==> src/rtl/adex_step_scheduler.sv <==
// ---------------------------------------------------------------------------
// adex_step_scheduler
//   Sequences one shared AdEx update datapath across N_NEURONS neurons. Each
//   accepted tick starts a sweep over neurons 0..N_NEURONS-1. For every neuron
//   the block does one of two things:
//     - if the neuron is refractory, it holds vmem at V_RESET and counts the
//       refractory period down by one;
//     - otherwise it issues (vmem, w, i_in) to the datapath and waits for the
//       result. It then applies the threshold, the reset and the adaptation
//       jump, and emits a spike event when the neuron fires.
//   Neuron state (vmem, w, refractory count) is held here.
//
// Ports
//   clk, rst        clock; asynchronous active-high reset
//   tick            timestep strobe; i_in_flat is sampled when it is accepted
//   i_in_flat       16-bit signed current per neuron, neuron k at [16k+15:16k]
//   dp_valid/ready  operand handshake; dp_idx/dp_vmem/dp_w/dp_iin are operands
//   dp_done         one-cycle result strobe with dp_vmem_nxt / dp_w_nxt
//   spike_valid     one-cycle pulse per spike; spike_idx is the neuron index
//   busy            sweep in progress
//   step_done       one-cycle pulse at the end of a sweep
//   overrun         sticky flag: a tick arrived while a sweep was running
//   rd_idx          debug select; rd_vmem / rd_w are combinational reads
// ---------------------------------------------------------------------------
module adex_step_scheduler #(
  parameter int                 N_NEURONS    = 4,
  parameter int                 IDX_W        = 2,
  parameter logic signed [15:0] V_THRESH     = 16'sd1000,
  parameter logic signed [15:0] V_RESET      = 16'sd0,
  parameter logic signed [15:0] B_JUMP       = 16'sd64,
  parameter int                 REFRAC_TICKS = 3
) (
  input  logic                    clk,
  input  logic                    rst,
  input  logic                    tick,
  input  logic [16*N_NEURONS-1:0] i_in_flat,
  output logic                    dp_valid,
  input  logic                    dp_ready,
  output logic [IDX_W-1:0]        dp_idx,
  output logic [15:0]             dp_vmem,
  output logic [15:0]             dp_w,
  output logic [15:0]             dp_iin,
  input  logic                    dp_done,
  input  logic [15:0]             dp_vmem_nxt,
  input  logic [15:0]             dp_w_nxt,
  output logic                    spike_valid,
  output logic [IDX_W-1:0]        spike_idx,
  output logic                    busy,
  output logic                    step_done,
  output logic                    overrun,
  input  logic [IDX_W-1:0]        rd_idx,
  output logic [15:0]             rd_vmem,
  output logic [15:0]             rd_w
);

  localparam int REF_W = (REFRAC_TICKS < 1) ? 1 : $clog2(REFRAC_TICKS + 1);
  localparam logic [IDX_W-1:0] LAST_IDX = IDX_W'(N_NEURONS - 1);
  localparam logic [REF_W-1:0] REF_LOAD = REF_W'(REFRAC_TICKS);

  typedef enum logic [2:0] {
    S_IDLE,
    S_ISSUE,
    S_WAIT,
    S_WRITE,
    S_DONE
  } state_t;

  state_t state, state_nxt;

  logic        [IDX_W-1:0] idx;
  logic signed [15:0]      vmem    [N_NEURONS];
  logic signed [15:0]      w       [N_NEURONS];
  logic        [REF_W-1:0] refrac  [N_NEURONS];
  logic signed [15:0]      iin_lat [N_NEURONS];
  logic signed [15:0]      vmem_cap;
  logic signed [15:0]      w_cap;

  logic               refractory;
  logic               last;
  logic               spike;
  logic signed [16:0] w_sum;
  logic signed [15:0] w_jump;

  assign refractory = (refrac[idx] != '0);
  assign last       = (idx == LAST_IDX);
  assign spike      = (vmem_cap > V_THRESH);

  // The sum is one bit wider than w. When its top two bits differ, the add
  // has left the 16-bit range, and the top bit gives the direction of the clamp.
  assign w_sum = {w_cap[15], w_cap} + {B_JUMP[15], B_JUMP};

  always_comb begin
    if (w_sum[16] != w_sum[15]) begin
      w_jump = w_sum[16] ? 16'sh8000 : 16'sh7fff;
    end else begin
      w_jump = w_sum[15:0];
    end
  end

  // The outputs are decoded from the state. They are therefore 0 in reset and
  // clear at once on an asynchronous abort.
  assign dp_valid    = (state == S_ISSUE) && !refractory;
  assign dp_idx      = idx;
  assign dp_vmem     = vmem[idx];
  assign dp_w        = w[idx];
  assign dp_iin      = iin_lat[idx];
  assign spike_valid = (state == S_WRITE) && spike;
  assign spike_idx   = idx;
  assign busy        = (state == S_ISSUE) || (state == S_WAIT) || (state == S_WRITE);
  assign step_done   = (state == S_DONE);
  assign rd_vmem     = vmem[rd_idx];
  assign rd_w        = w[rd_idx];

  // NOTE: sequential state uses non-blocking assignments. Every flop then
  // samples the values from before the edge, so the order of the blocks does
  // not matter.
  always_ff @(posedge clk or posedge rst) begin
    if (rst) begin
      state <= S_IDLE;
    end else begin
      state <= state_nxt;
    end
  end

  // NOTE: state_nxt is given a default before the case statement. Every path
  // then assigns it, so no latch is inferred.
  always_comb begin
    state_nxt = state;
    case (state)
      S_IDLE:  if (tick) state_nxt = S_ISSUE;
      S_ISSUE: begin
        if (refractory) begin
          state_nxt = last ? S_DONE : S_ISSUE;
        end else if (dp_ready) begin
          state_nxt = S_WAIT;
        end
      end
      S_WAIT:  if (dp_done) state_nxt = S_WRITE;
      S_WRITE: state_nxt = last ? S_DONE : S_ISSUE;
      S_DONE:  state_nxt = S_IDLE;
      default: state_nxt = S_IDLE;
    endcase
  end

  // NOTE: the neuron state arrays are cleared by reset, because an abort must
  // leave every neuron at rest. This keeps them in flops rather than RAM.
  always_ff @(posedge clk or posedge rst) begin
    if (rst) begin
      idx      <= '0;
      vmem_cap <= '0;
      w_cap    <= '0;
      overrun  <= 1'b0;
      for (int k = 0; k < N_NEURONS; k++) begin
        vmem[k]    <= '0;
        w[k]       <= '0;
        refrac[k]  <= '0;
        iin_lat[k] <= '0;
      end
    end else begin
      if (tick && (state != S_IDLE)) begin
        overrun <= 1'b1;
      end
      case (state)
        S_IDLE: begin
          if (tick) begin
            idx <= '0;
            for (int k = 0; k < N_NEURONS; k++) begin
              iin_lat[k] <= i_in_flat[16*k +: 16];
            end
          end
        end
        S_ISSUE: begin
          // A refractory neuron skips the datapath and takes one cycle.
          if (refractory) begin
            vmem[idx]   <= V_RESET;
            refrac[idx] <= refrac[idx] - REF_W'(1);
            if (!last) idx <= idx + IDX_W'(1);
          end
        end
        S_WAIT: begin
          if (dp_done) begin
            vmem_cap <= dp_vmem_nxt;
            w_cap    <= dp_w_nxt;
          end
        end
        S_WRITE: begin
          if (spike) begin
            vmem[idx]   <= V_RESET;
            w[idx]      <= w_jump;
            refrac[idx] <= REF_LOAD;
          end else begin
            vmem[idx] <= vmem_cap;
            w[idx]    <= w_cap;
          end
          if (!last) idx <= idx + IDX_W'(1);
        end
        default: ;
      endcase
    end
  end

endmodule

==> config.mk <==
export PLATFORM = sky130hd
export DESIGN_NAME = adex_step_scheduler
export DESIGN_NICKNAME = d
export VERILOG_FILES = /design/src/rtl/adex_step_scheduler.sv
export SDC_FILE = /design/constraint.sdc
export NUM_CORES = 1
export LEC_CHECK = 0
export ABC_CLOCK_PERIOD_IN_PS = 9000
export CORE_MARGIN = 3
export CORE_UTILIZATION = 54
export CTS_CLUSTER_SIZE = 16
export DETAILED_ROUTE_END_ITERATION = 8
export PLACE_DENSITY = 0.9
export SLEW_MARGIN = 15
export SYNTH_ARGS = -nofsm -noshare
export SYNTH_HDL_FRONTEND = slang
export SYNTH_SLANG_ARGS = --single-unit
export TNS_END_PERCENT = 1
==> constraint.sdc <==
create_clock -name clk -period 9 [get_ports clk]
set_clock_uncertainty 0.05 [all_clocks]
set_input_delay 1.35 -clock clk [delete_from_list [all_inputs] [get_ports clk]]
set_output_delay 1.35 -clock clk [all_outputs]
set_load 0.1 [all_outputs]
# Word-level counts from Yosys, hierarchy flattened
# Index checks and enable logic that the tools add are counted.
# op_classes
n_addsub	3
magnitude_cmp	4
eq_ne	11
n_mux	45
bitwise_logic	5
n_reduce_logical	18
# op_table
cell	n
$mux W16	13
$bwmux W64	3
$mux W64	3
$bmux W16 S2	5
$pmux W64 S2	1
$and A64 B64 Y64	1
$not A64 Y64	1
$demux W16 S2	1
$add A16 B8 Y17 const B	1
$gt A16 B11 Y1 const B	1
$mux W8	2
$pmux W8 S2	1
$mux W3	5
$mux W2	6
$pmux W3 S4	1
$reduce_and A3 Y1	3
$bwmux W8	1
$ne A2 B2 Y1 const B	4
$or A8 B8 Y8	1
$eq A3 B2 Y1 const B	2
$ge A3 B3 Y1 const B	2
$not A2 Y3	2
$pmux W2 S3	1
$reduce_and A2 Y1	3
other kinds (16)	22
# totals
regBits	238
input_bits	103
output_inout_bits	89
word_cells	107

# Longest topological paths before layout
# Gate-level depths: netlist (run 1).
# depth
word_depth	9
mapped_depth	11

# Least setup slack after synthesis (run 1)
# No wires, ideal clock.
# synth_path
kind	register to output
start	register idx[0] (netlist: dp_idx[0])
end	output port dp_valid
t_arrival_ns	3.836
t_required_ns	7.600
setup_slack_ns	3.764
stages_incl_launch_ff	8
path_buffers	2
path_cell_list	dfrtp_1 clkbuf_1 mux4_2 inv_1 ha_1 nor2b_1 clkbuf_1 nor2b_1
# synth_via
elab_chain_len	7
# synth_rtl
item	line_no	rtl
start: declaration	70	logic [IDX_W-1:0] idx;
start signal: assignment	177	if (!last) idx <= idx + IDX_W'(1);
start signal: assignment	195	if (!last) idx <= idx + IDX_W'(1);
$not A2 Y3 (not written as such)	84	assign refractory = (refrac[idx] != '0);
$bmux W2 S2	84	
$mux W2 (not written as such) (2 in series)	84	
$reduce_bool A2 Y1	84	
$logic_not A1 Y1	102	assign dp_valid = (state == S_ISSUE) && !refractory;
$logic_and A1 B1 Y1	102	
end: declaration	37	output logic dp_valid,
# No other way between the ends. The select of a mux whose other input is x is not followed.

# Final worst setup path (run 1)
# Same ends and word-level chain as after synthesis.

==> metrics.md, run 1 <==
| Metric | Value |
|---|---|
| Vias/cell | `6.31` |
| Initial antenna violation count | `0` |
| Detailed Route Iter0 Violations | `769` |
| Quantity of I/O buffers inserted on ports | `191` |
| Synth Flop Type | `dfrtp_1` |
| Max cap viols | `0` |
| Endpoints failing setup | `0` |
| Drt drc | `0` |
| Vias in the first global route | `8411` |
| Setup TNS | `0 ns` |
| Router iterations before antenna repair | `4` |
| #FFs+latches synth | `238` |
| Crit path max fanout | `30` |
| CTS Buf Count | `24` |
| Fmax | `0.167 GHz` |
| Pre-CTS setup slack | `3.49 ns` |
| # IOs | `192` |
| CP bufs+invs | `3` |
| WS Path Type | `reg -> out` |
| Total wire length | `29.1 mm` |
| Setup ws final | `3.00 ns` |
| CTS tree | `built` |
| Via Count | `8288` |
| Die X | `151 um` |
| Share of layout cells above drive strength 1 | `0.232` |
| Post-route clock period utilization | `0.666` |
| Final #Nets | `1134` |
| CTS H-tree lvls | `1` |
| Tmin final | `6.00 ns` |
| Global-route congestion overflow total | `0` |
| Clock transition at path regs | `0.06 ns` |
| DR WL/cell | `22.2 um` |
| Syn avg cell area | `13.1 sq um` |
| Clk Latency, worst-skew pair | `0.51 ns` |
| Synth unique cells | `58` |
| DIE AREA | `22800 sq um` |
| FP Rows | `52` |
| Initial Util | `0.555` |
| Post-Synthesis Cells | `869` |
| WP data arrival | `4.60 ns` |
| Fin. max-slew vios | `0` |
| Worst path required time | `7.60 ns` |
| Overall routing resource usage | `0.261` |
| Area added between synthesis and finish | `24.9%` |
| CP cell instances | `buf_4 > mux4_2 > inv_1 > ha_1 > nor2b_1 > nor2b_1 > clkdlybuf4s50_1` |
| EDFF count, synth | `0` |
| Worst path max stage delay | `1.20 ns` |
| Synthesized cell area | `11400 sq um` |
| Syn_nets | `978` |
| FFs w/ async S/R, synth | `1.00` |
| Register area share after synthesis | `0.523` |
| Worst path most repeated cell | `nor2b_1` |
| Max stage delay cell, worst path | `clkdlybuf4s50_1` |
| Post-Layout Cell Count | `1313` |
| Synth warn | `0` |
| N_diodes | `0` |
| Utilization after layout | `0.694` |
| RSZ-0062 raised after global routing | `false` |
| Min-delay worst type | `reg -> reg` |
| Die Y-Extent | `151 um` |
| First-pass GRT wire length | `46.4 mm` |
| Core Region | `20500 sq um` |
| Status | `finished clean` |
| FILL cells | `1436` |
| Num Clock Sinks | `238` |
| Setup repair bufs after CTS | `0` |
| Worst-Margin Slew | `1.06 ns` |
| Startpoint Class | `flop` |
| Final HPWL from detailed placement | `20.0 mm` |
| RePlAce Congestion | `0.901` |
| CTS Buffer Depth | `3` |
| CTS resizes | `0` |
| Detail Route Antenna Nets | `0` |
| Final Hold Vio Count | `0` |
| CP Capture Type | `output port` |
| Post-CTS Hold Buffers | `0` |
| Slew headroom | `0.290` |
| Largest net degree at the start of global routing | `103` |
| Post-placement cell count | `1269` |
| Top delay family on crit path | `buffers and inverters` |
| Root Driver | `clkbuf_16` |
[cells in the final DEF, fill, tap and decap left out, types with 11 or more instances in the layout]
| cell type | n |
|---|---|
| nand2_1 | 122 |
| clkdlybuf4s50_1 | 190 |
| dfrtp_1 | 236 |
| a21oi_1 | 15 |
| mux2_2 | 96 |
| a22o_1 | 28 |
| mux4_2 | 82 |
| o21ai_0 | 78 |
| nor2_1 | 20 |
| a32o_1 | 12 |
| o21ai_1 | 11 |
| clkbuf_16 | 25 |
[metrics by stage]
step,hold slack [ns],instance area (sq um)
floorplan,0.405,11400
global placement,0.412,13400
detailed placement,0.415,13400
CTS,0.439,14200
global route,0.454,14200
finish,0.439,14200
[area by class of cell]
class / count / area (sq um) / area share
Sequential cell: 238 / 5960 / 0.419
Multi-Input combinational cell: 554 / 5090 / 0.358
Timing Repair Buffer: 198 / 1960 / 0.138
Clock buffer: 35 / 743 / 0.0523
Tap cell: 270 / 338 / 0.0238
Clock inverter: 9 / 81.3 / 0.00572
Inverter: 9 / 41.3 / 0.00290
[path summary, 6_finish.rpt]
path	start	slack (ns)	cells after the start	endpoint
worst max-delay path	dp_idx[0]	3.00	7	dp_valid
worst min-delay path	overrun	0.44	1	overrun
worst max register to register	dp_idx[0]	4.77	9	refrac[3]
worst min register to register	overrun	0.44	1	overrun
max in group asynchronous	rst	6.15	3	dp_idx[0]
min in group asynchronous	rst	1.33	2	iin_lat[54]
[Yosys cell counts (all sizes together) (3+ instances only)]
library cell | n | area (sq um)
a211oi | 4 | 30.0
a21oi | 15 | 75.1
a22o | 28 | 245
a32o | 12 | 120
and2 | 3 | 18.8
and3 | 4 | 25.0
buf | 24 | 148
clkbuf | 44 | 165
dfrtp | 238 | 5960
ha | 6 | 75.1
inv | 9 | 33.8
mux2 | 96 | 1080
mux2i | 3 | 30.0
mux4 | 82 | 1850
nand2 | 123 | 464
nand2b | 3 | 18.8
nand3 | 3 | 15.0
nor2 | 23 | 93.8
nor2b | 3 | 18.8
nor3 | 3 | 26.3
o21ai | 89 | 445
o21bai | 5 | 41.3
o22a | 8 | 70.1
o22ai | 4 | 25.0
o32ai | 3 | 26.3
o41ai | 4 | 35.0
[sequential cells by signal, summed over array words and instances, names as in the netlist]
signal / count
vmem_cap: 16
vmem: 64
dp_idx: 2
state: 3
refrac: 8
w: 64
overrun: 1
w_cap: 16
iin_lat: 64
[cell families (layout without fill, tap and decap cells)]
family | Yosys count | after routing | synth area share
adders and majority gates | 6 | 6 | 0.00660
xor gates and xnor gates | 3 | 3 | 0.00231
and+or+nand+nor | 178 | 178 | 0.0691
DFF | 238 | 238 | 0.523
AOI/OAI and AO/OA | 186 | 186 | 0.108
buffers and inverters | 77 | 251 | 0.0305
muxes | 181 | 181 | 0.260
[routing by layer]
| metal | track usage | vias up | part of all wire |
|---|---|---|---|
| met3 | 0.0640 | 60 | 0.094 |
| met1 | 0.350 | 4228 | 0.38 |
| li1 | - | 3562 | - |
| met4 | 0.0793 | 0 | 0.032 |
| met5 | 0 | - | 0 |
| met2 | 0.427 | 438 | 0.49 |
Power of run 1 is not shown: default switching activity piles up to over one toggle a cycle in this logic, so the estimate is an artifact.
==> inputs of run 2 (changes only) <==
ABC_CLOCK_PERIOD_IN_PS = 6300   (was 9000)
clock period = 6.3 ns   (was 9 ns; I/O delays follow)
==> metrics.md, run 2 (same netlist as run 1, synthesis figures left out) <==
| Metric | Value |
|---|---|
| Setup TNS | `0 ns (unchanged)` |
| Worst path most repeated cell | `nor2b_1` |
| Fin. max-slew vios | `0 (unchanged)` |
| Max stage delay cell, worst path | `clkdlybuf4s50_1` |
| Root Driver | `clkbuf_16` |
| Worst path required time | `5.30 ns (-2.30 ns)` |
| Total wire length | `29.4 mm (+0.80%)` |
| Top delay family on crit path | `buffers and inverters` |
| WS Path Type | `reg -> out` |
| Clock transition at path regs | `0.06 ns (about the same)` |
| CTS Buf Count | `25 (+4.2%)` |
| CP cell instances | `mux4_2 > inv_1 > ha_1 > nor2b_1 > nor2b_1 > clkdlybuf4s50_1` |
| Multi-input gate area | `5090 sq um (unchanged)` |
| Reg-to-Reg End | `vmem[2]` |
| Post-Layout Inst Area | `14300 sq um (+0.63%)` |
| Post-CTS Hold Buffers | `0 (unchanged)` |
| Via Count | `8296 (+0.097%)` |
| Post-placement cell count | `1273 (+0.32%)` |
| # IOs | `192 (unchanged)` |
| Drt drc | `0 (unchanged)` |
| Num Clock Sinks | `238 (unchanged)` |
| CP Capture Type | `output port` |
| FILL cells | `1352 (-5.8%)` |
| Share of layout cells above drive strength 1 | `0.237 (+0.00462)` |
| Setup repair bufs after CTS | `0 (unchanged)` |
| Fmax | `0.200 GHz` |
| Global-route congestion overflow total | `0 (unchanged)` |
| Crit path max fanout | `30 (unchanged)` |
| Quantity of I/O buffers inserted on ports | `191 (unchanged)` |
| CTS H-tree lvls | `1 (unchanged)` |
| Overall routing resource usage | `0.265 (+0.00415)` |
| Core Region | `20500 sq um (unchanged)` |
| Final #Nets | `1139 (+0.44%)` |
| Critical path depth in cells | `6 (-1)` |
| WP data arrival | `4.00 ns (-0.60 ns)` |
| Worst reg2reg path depth | `5 (-4)` |
| Slew headroom | `0.262 (-0.0274)` |
| RePlAce Congestion | `0.912 (+1.1%)` |
| Startpoint Class | `flop` |
| Detail Route Antenna Nets | `0 (unchanged)` |
| Vias/cell | `6.29 (-0.28%)` |
| Status | `finished clean` |
| Worst-Margin Slew | `1.10 ns (+0.0417 ns)` |
| Clk Latency, worst-skew pair | `0.53 ns (+0.02 ns)` |
| RR Startpoint | `dp_idx[1]` |
| Die X | `151 um (unchanged)` |
| Vias in the first global route | `8819 (+4.9%)` |
| Endpoints failing setup | `0 (unchanged)` |
| Tmin final | `4.99 ns` |
| DR WL/cell | `22.3 um (+0.41%)` |
| Commonest non-fill, non-tap cell in the layout | `dfrtp_1` |
| Detailed Route Iter0 Violations | `773 (+0.52%)` |
| N_diodes | `0 (unchanged)` |
| Commonest cells after routing, fill and taps aside | `dfrtp_1 (236), clkdlybuf4s50_1 (190), nand2_1 (122)` |
| Initial antenna violation count | `0 (unchanged)` |
| Router iterations before antenna repair | `7 (+3)` |
| R2r setup slk | `2.46 ns (-2.31 ns)` |
| Area added between synthesis and finish | `25.7%` |
| Max cap viols | `0 (unchanged)` |
| CTS Buffer Depth | `3 (unchanged)` |
| Utilization after layout | `0.698 (+0.00433)` |
| Top flop regs | `iin_lat: 64 flops, vmem: 64 flops, w: 64 flops` |
| First-pass GRT wire length | `47.3 mm (+2.0%)` |
| DIE AREA | `22800 sq um (unchanged)` |
| RSZ-0062 raised after global routing | `false` |
| Post-route clock period utilization | `0.793` |
| Min-delay src | `overrun` |
| Placed Area | `13400 sq um (+0.29%)` |
| Hold EP | `overrun` |
| CTS resizes | `0 (unchanged)` |
| CP bufs+invs | `2 (-1)` |
| Worst path max stage delay | `1.19 ns (about the same)` |
| CTS tree | `built` |
| Post-Layout Cell Count | `1318 (+0.38%)` |
| Die Y-Extent | `151 um (unchanged)` |
| FP Rows | `52 (unchanged)` |
| Largest net degree at the start of global routing | `116 (+13%)` |
| Min-delay worst type | `reg -> reg` |
| Reg area | `5960 sq um (unchanged)` |
| Hold depth | `1 (unchanged)` |
| Initial Util | `0.555 (unchanged)` |
| Final Hold Vio Count | `0 (unchanged)` |
| Final HPWL from detailed placement | `20.2 mm (+1.0%)` |
==> run 2: cell types whose count changed in the layout (fill, tap and decap cells not counted), moves of 2 or more <==
cell	change
clkbuf_8	-3
clkinv_2	+3
bufinv_16	+3
buf_4	+2
==> run 2: worst max-delay path by stage <==
stage	start	endpoint	slack [ns]
floorplan	dp_idx[0]	dp_valid	1.47
global route	dp_idx[1]	dp_valid	1.13
global placement	rd_idx[1]	rd_vmem[1]	1.53
finish	dp_idx[1]	dp_valid	1.31
detailed placement	rd_idx[1]	rd_vmem[2]	1.46
CTS	dp_idx[1]	dp_valid	1.32
==> run 2: metrics by stage <==
step	setup slack [ns]	hold slack [ns]
floorplan	1.47	0.405
global placement	1.53	0.406
detailed placement	1.46	0.412
CTS	1.32	0.433
global route	1.13	0.447
finish	1.31	0.426
==> run 2: per-layer routing <==
metal | vias to the layer above | part of all wire | GRT usage
met5 | - | 0 | 0
met3 | 71 | 0.10 | 0.0727
li1 | 3575 | - | -
met4 | 0 | 0.031 | 0.0893
met1 | 4194 | 0.37 | 0.338
met2 | 456 | 0.50 | 0.442
==> run 2: worst reg2reg max path, delay by kind of cell (launching register included) <==
| family | cells | cell delay (ns) |
|---|---|---|
| flops | 1 | 0.92 |
| simple gates | 2 | 1.51 |
| compound gates | 1 | 0.27 |
| fa+ha+maj | 1 | 0.51 |
| buf+inv | 1 | 0.51 |
==> run 2: area by class of cell <==
class	count	area share
inverters	9	0.00262
repair buffers	202	0.140
flip-flops and latches	238	0.417
clock inverters	14	0.0125
clock buffers	31	0.0488
multi-input cells	554	0.356
well taps	270	0.0236
Power of run 2 is left out for the same reason.
==> inputs of run 3 (changes only) <==
ABC_CLOCK_PERIOD_IN_PS = 4500   (was 6300)
CORE_UTILIZATION = 48   (was 54)
PLACE_DENSITY = 0.85   (was 0.9)
clock period = 4.5 ns   (was 6.3 ns; I/O delays follow)
==> metrics.md, run 3 (same netlist as run 1, synthesis figures left out) <==
| Metric | Value |
|---|---|
| Setup TNS | `0 ns (unchanged)` |
| CP bufs+invs | `2 (unchanged)` |
| Post-route clock period utilization | `0.865` |
| CP Capture Type | `output port` |
| CTS H-tree lvls | `1 (unchanged)` |
| CP cell instances | `buf_12 > mux4_2 > clkdlybuf4s50_1` |
| Vias/cell | `6.03 (-4.2%)` |
| Fin. max-slew vios | `0 (unchanged)` |
| CTS resizes | `0 (unchanged)` |
| N_diodes | `0 (unchanged)` |
| Commonest cells after routing, fill and taps aside | `dfrtp_1 (236), clkdlybuf4s50_1 (154), nand2_1 (122)` |
| Clock transition at path regs | `0.07 ns (about the same)` |
| Worst reg2reg path depth | `9 (+4)` |
| Overall routing resource usage | `0.232 (-0.0325)` |
| FILL cells | `1725 (+28%)` |
| Top delay family on crit path | `buffers and inverters` |
| Core Region | `23000 sq um (+12%)` |
| Final Hold Vio Count | `0 (unchanged)` |
| Max stage delay cell, worst path | `clkdlybuf4s50_1` |
| Largest net degree at the start of global routing | `72 (-38%)` |
| Commonest non-fill, non-tap cell in the layout | `dfrtp_1` |
| First-pass GRT wire length | `48.2 mm (+1.7%)` |
| Router iterations before antenna repair | `5 (-2)` |
| RePlAce Congestion | `0.853 (-6.4%)` |
| Endpoints failing setup | `0 (unchanged)` |
| Detailed Route Iter0 Violations | `835 (+8.0%)` |
| CTS Buffer Depth | `3 (unchanged)` |
| Final HPWL from detailed placement | `20.5 mm (+1.3%)` |
| Total wire length | `30.0 mm (+2.1%)` |
| CTS tree | `built` |
| Post-CTS Hold Buffers | `0 (unchanged)` |
| Min-delay worst type | `reg -> reg` |
| R2r setup slk | `1.23 ns (-1.23 ns)` |
| Worst-Margin Slew | `1.09 ns (-0.0127 ns)` |
| RSZ-0062 raised after global routing | `false` |
| Initial antenna violation count | `0 (unchanged)` |
| Via Count | `8284 (-0.14%)` |
| WP data arrival | `3.17 ns (-0.83 ns)` |
| Crit path launch | `dp_idx[1]` |
| Top flop regs | `iin_lat: 64 flops, vmem: 64 flops, w: 64 flops` |
| Slew headroom | `0.270 (+0.00792)` |
| Tmin final | `3.89 ns` |
| Crit path max fanout | `35 (+17%)` |
| # IOs | `192 (unchanged)` |
| Vias in the first global route | `8782 (-0.42%)` |
| Worst path max stage delay | `1.13 ns (-0.06 ns)` |
| Critical path depth in cells | `3 (-3)` |
| FP Rows | `55 (+5.8%)` |
| Startpoint Class | `flop` |
| DIE AREA | `25600 sq um (+12%)` |
| Final #Nets | `1151 (+1.1%)` |
| Setup repair bufs after CTS | `0 (unchanged)` |
| Fmax | `0.257 GHz` |
| Area added between synthesis and finish | `26.7%` |
| Die Y-Extent | `160 um (+5.8%)` |
| Share of layout cells above drive strength 1 | `0.279 (+0.0423)` |
| Critical Path Sink | `dp_w[14]` |
| Drt drc | `0 (unchanged)` |
| CTS Buf Count | `25 (unchanged)` |
| DR WL/cell | `21.8 um (-2.0%)` |
| Status | `finished clean` |
| Clk Latency, worst-skew pair | `0.53 ns (about the same)` |
| WS Path Type | `reg -> out` |
| RR Startpoint | `dp_idx[1]` |
| Root Driver | `clkbuf_16` |
| Quantity of I/O buffers inserted on ports | `191 (unchanged)` |
| Max cap viols | `0 (unchanged)` |
| Num Clock Sinks | `238 (unchanged)` |
| Reg-to-Reg End | `refrac[2]` |
| Detail Route Antenna Nets | `0 (unchanged)` |
| Worst path required time | `3.77 ns (-1.53 ns)` |
| Initial Util | `0.495 (-0.0601)` |
| Global-route congestion overflow total | `0 (unchanged)` |
| Die X | `160 um (+5.8%)` |
[run 3: cell types whose count changed in the layout (fill, tap and decap cells not counted), sizes merged]
cell,change
buf,+48
bufinv,+1
clkdlybuf4s50,-36
clkbuf,-2
clkinv,+3
clkinvlp,-1
[run 3: per-stage QoR]
stage          std cells  utilization  area (sq um)  hold WS, ns  setup WS [ns]
2_1_floorplan        869            -         11400        0.405        -0.0613
3_3_place_gp        1328        0.589         13500        0.403           1.18
3_5_place_dp        1328        0.589         13500        0.411           1.14
4_1_cts             1374        0.627         14400        0.432          0.587
5_1_grt             1374        0.627         14400        0.466          0.496
6_report            1374        0.627         14400        0.427          0.609
[run 3: worst min-delay path by stage]
stage | from | end | depth (start not counted)
final | overrun | overrun | 1
after global routing | iin_lat[7] | iin_lat[7] | 1
after CTS | overrun | overrun | 1
after detailed placement | overrun | overrun | 1
after global placement | overrun | overrun | 1
after floorplan | w[24] | w[24] | 2
[run 3: routing by layer]
layer	vias to the layer above	global-route usage	wire length, um
met1	4231	0.300	11500
li1	3595	-	-
met4	0	0.0525	535
met2	420	0.393	14700
met5	-	0	0
met3	38	0.0680	3260
[run 3: final cells by class]
class	instances	area, sq um	area share
tap	313	392	0.0272
inverter	9	37.5	0.00260
timing repair buffer	214	2050	0.142
sequential	238	5960	0.413
clock buffer	29	661	0.0458
clock inverter	17	228	0.0158
multi-input combinational	554	5090	0.353
Power of run 3 is left out for the same reason.
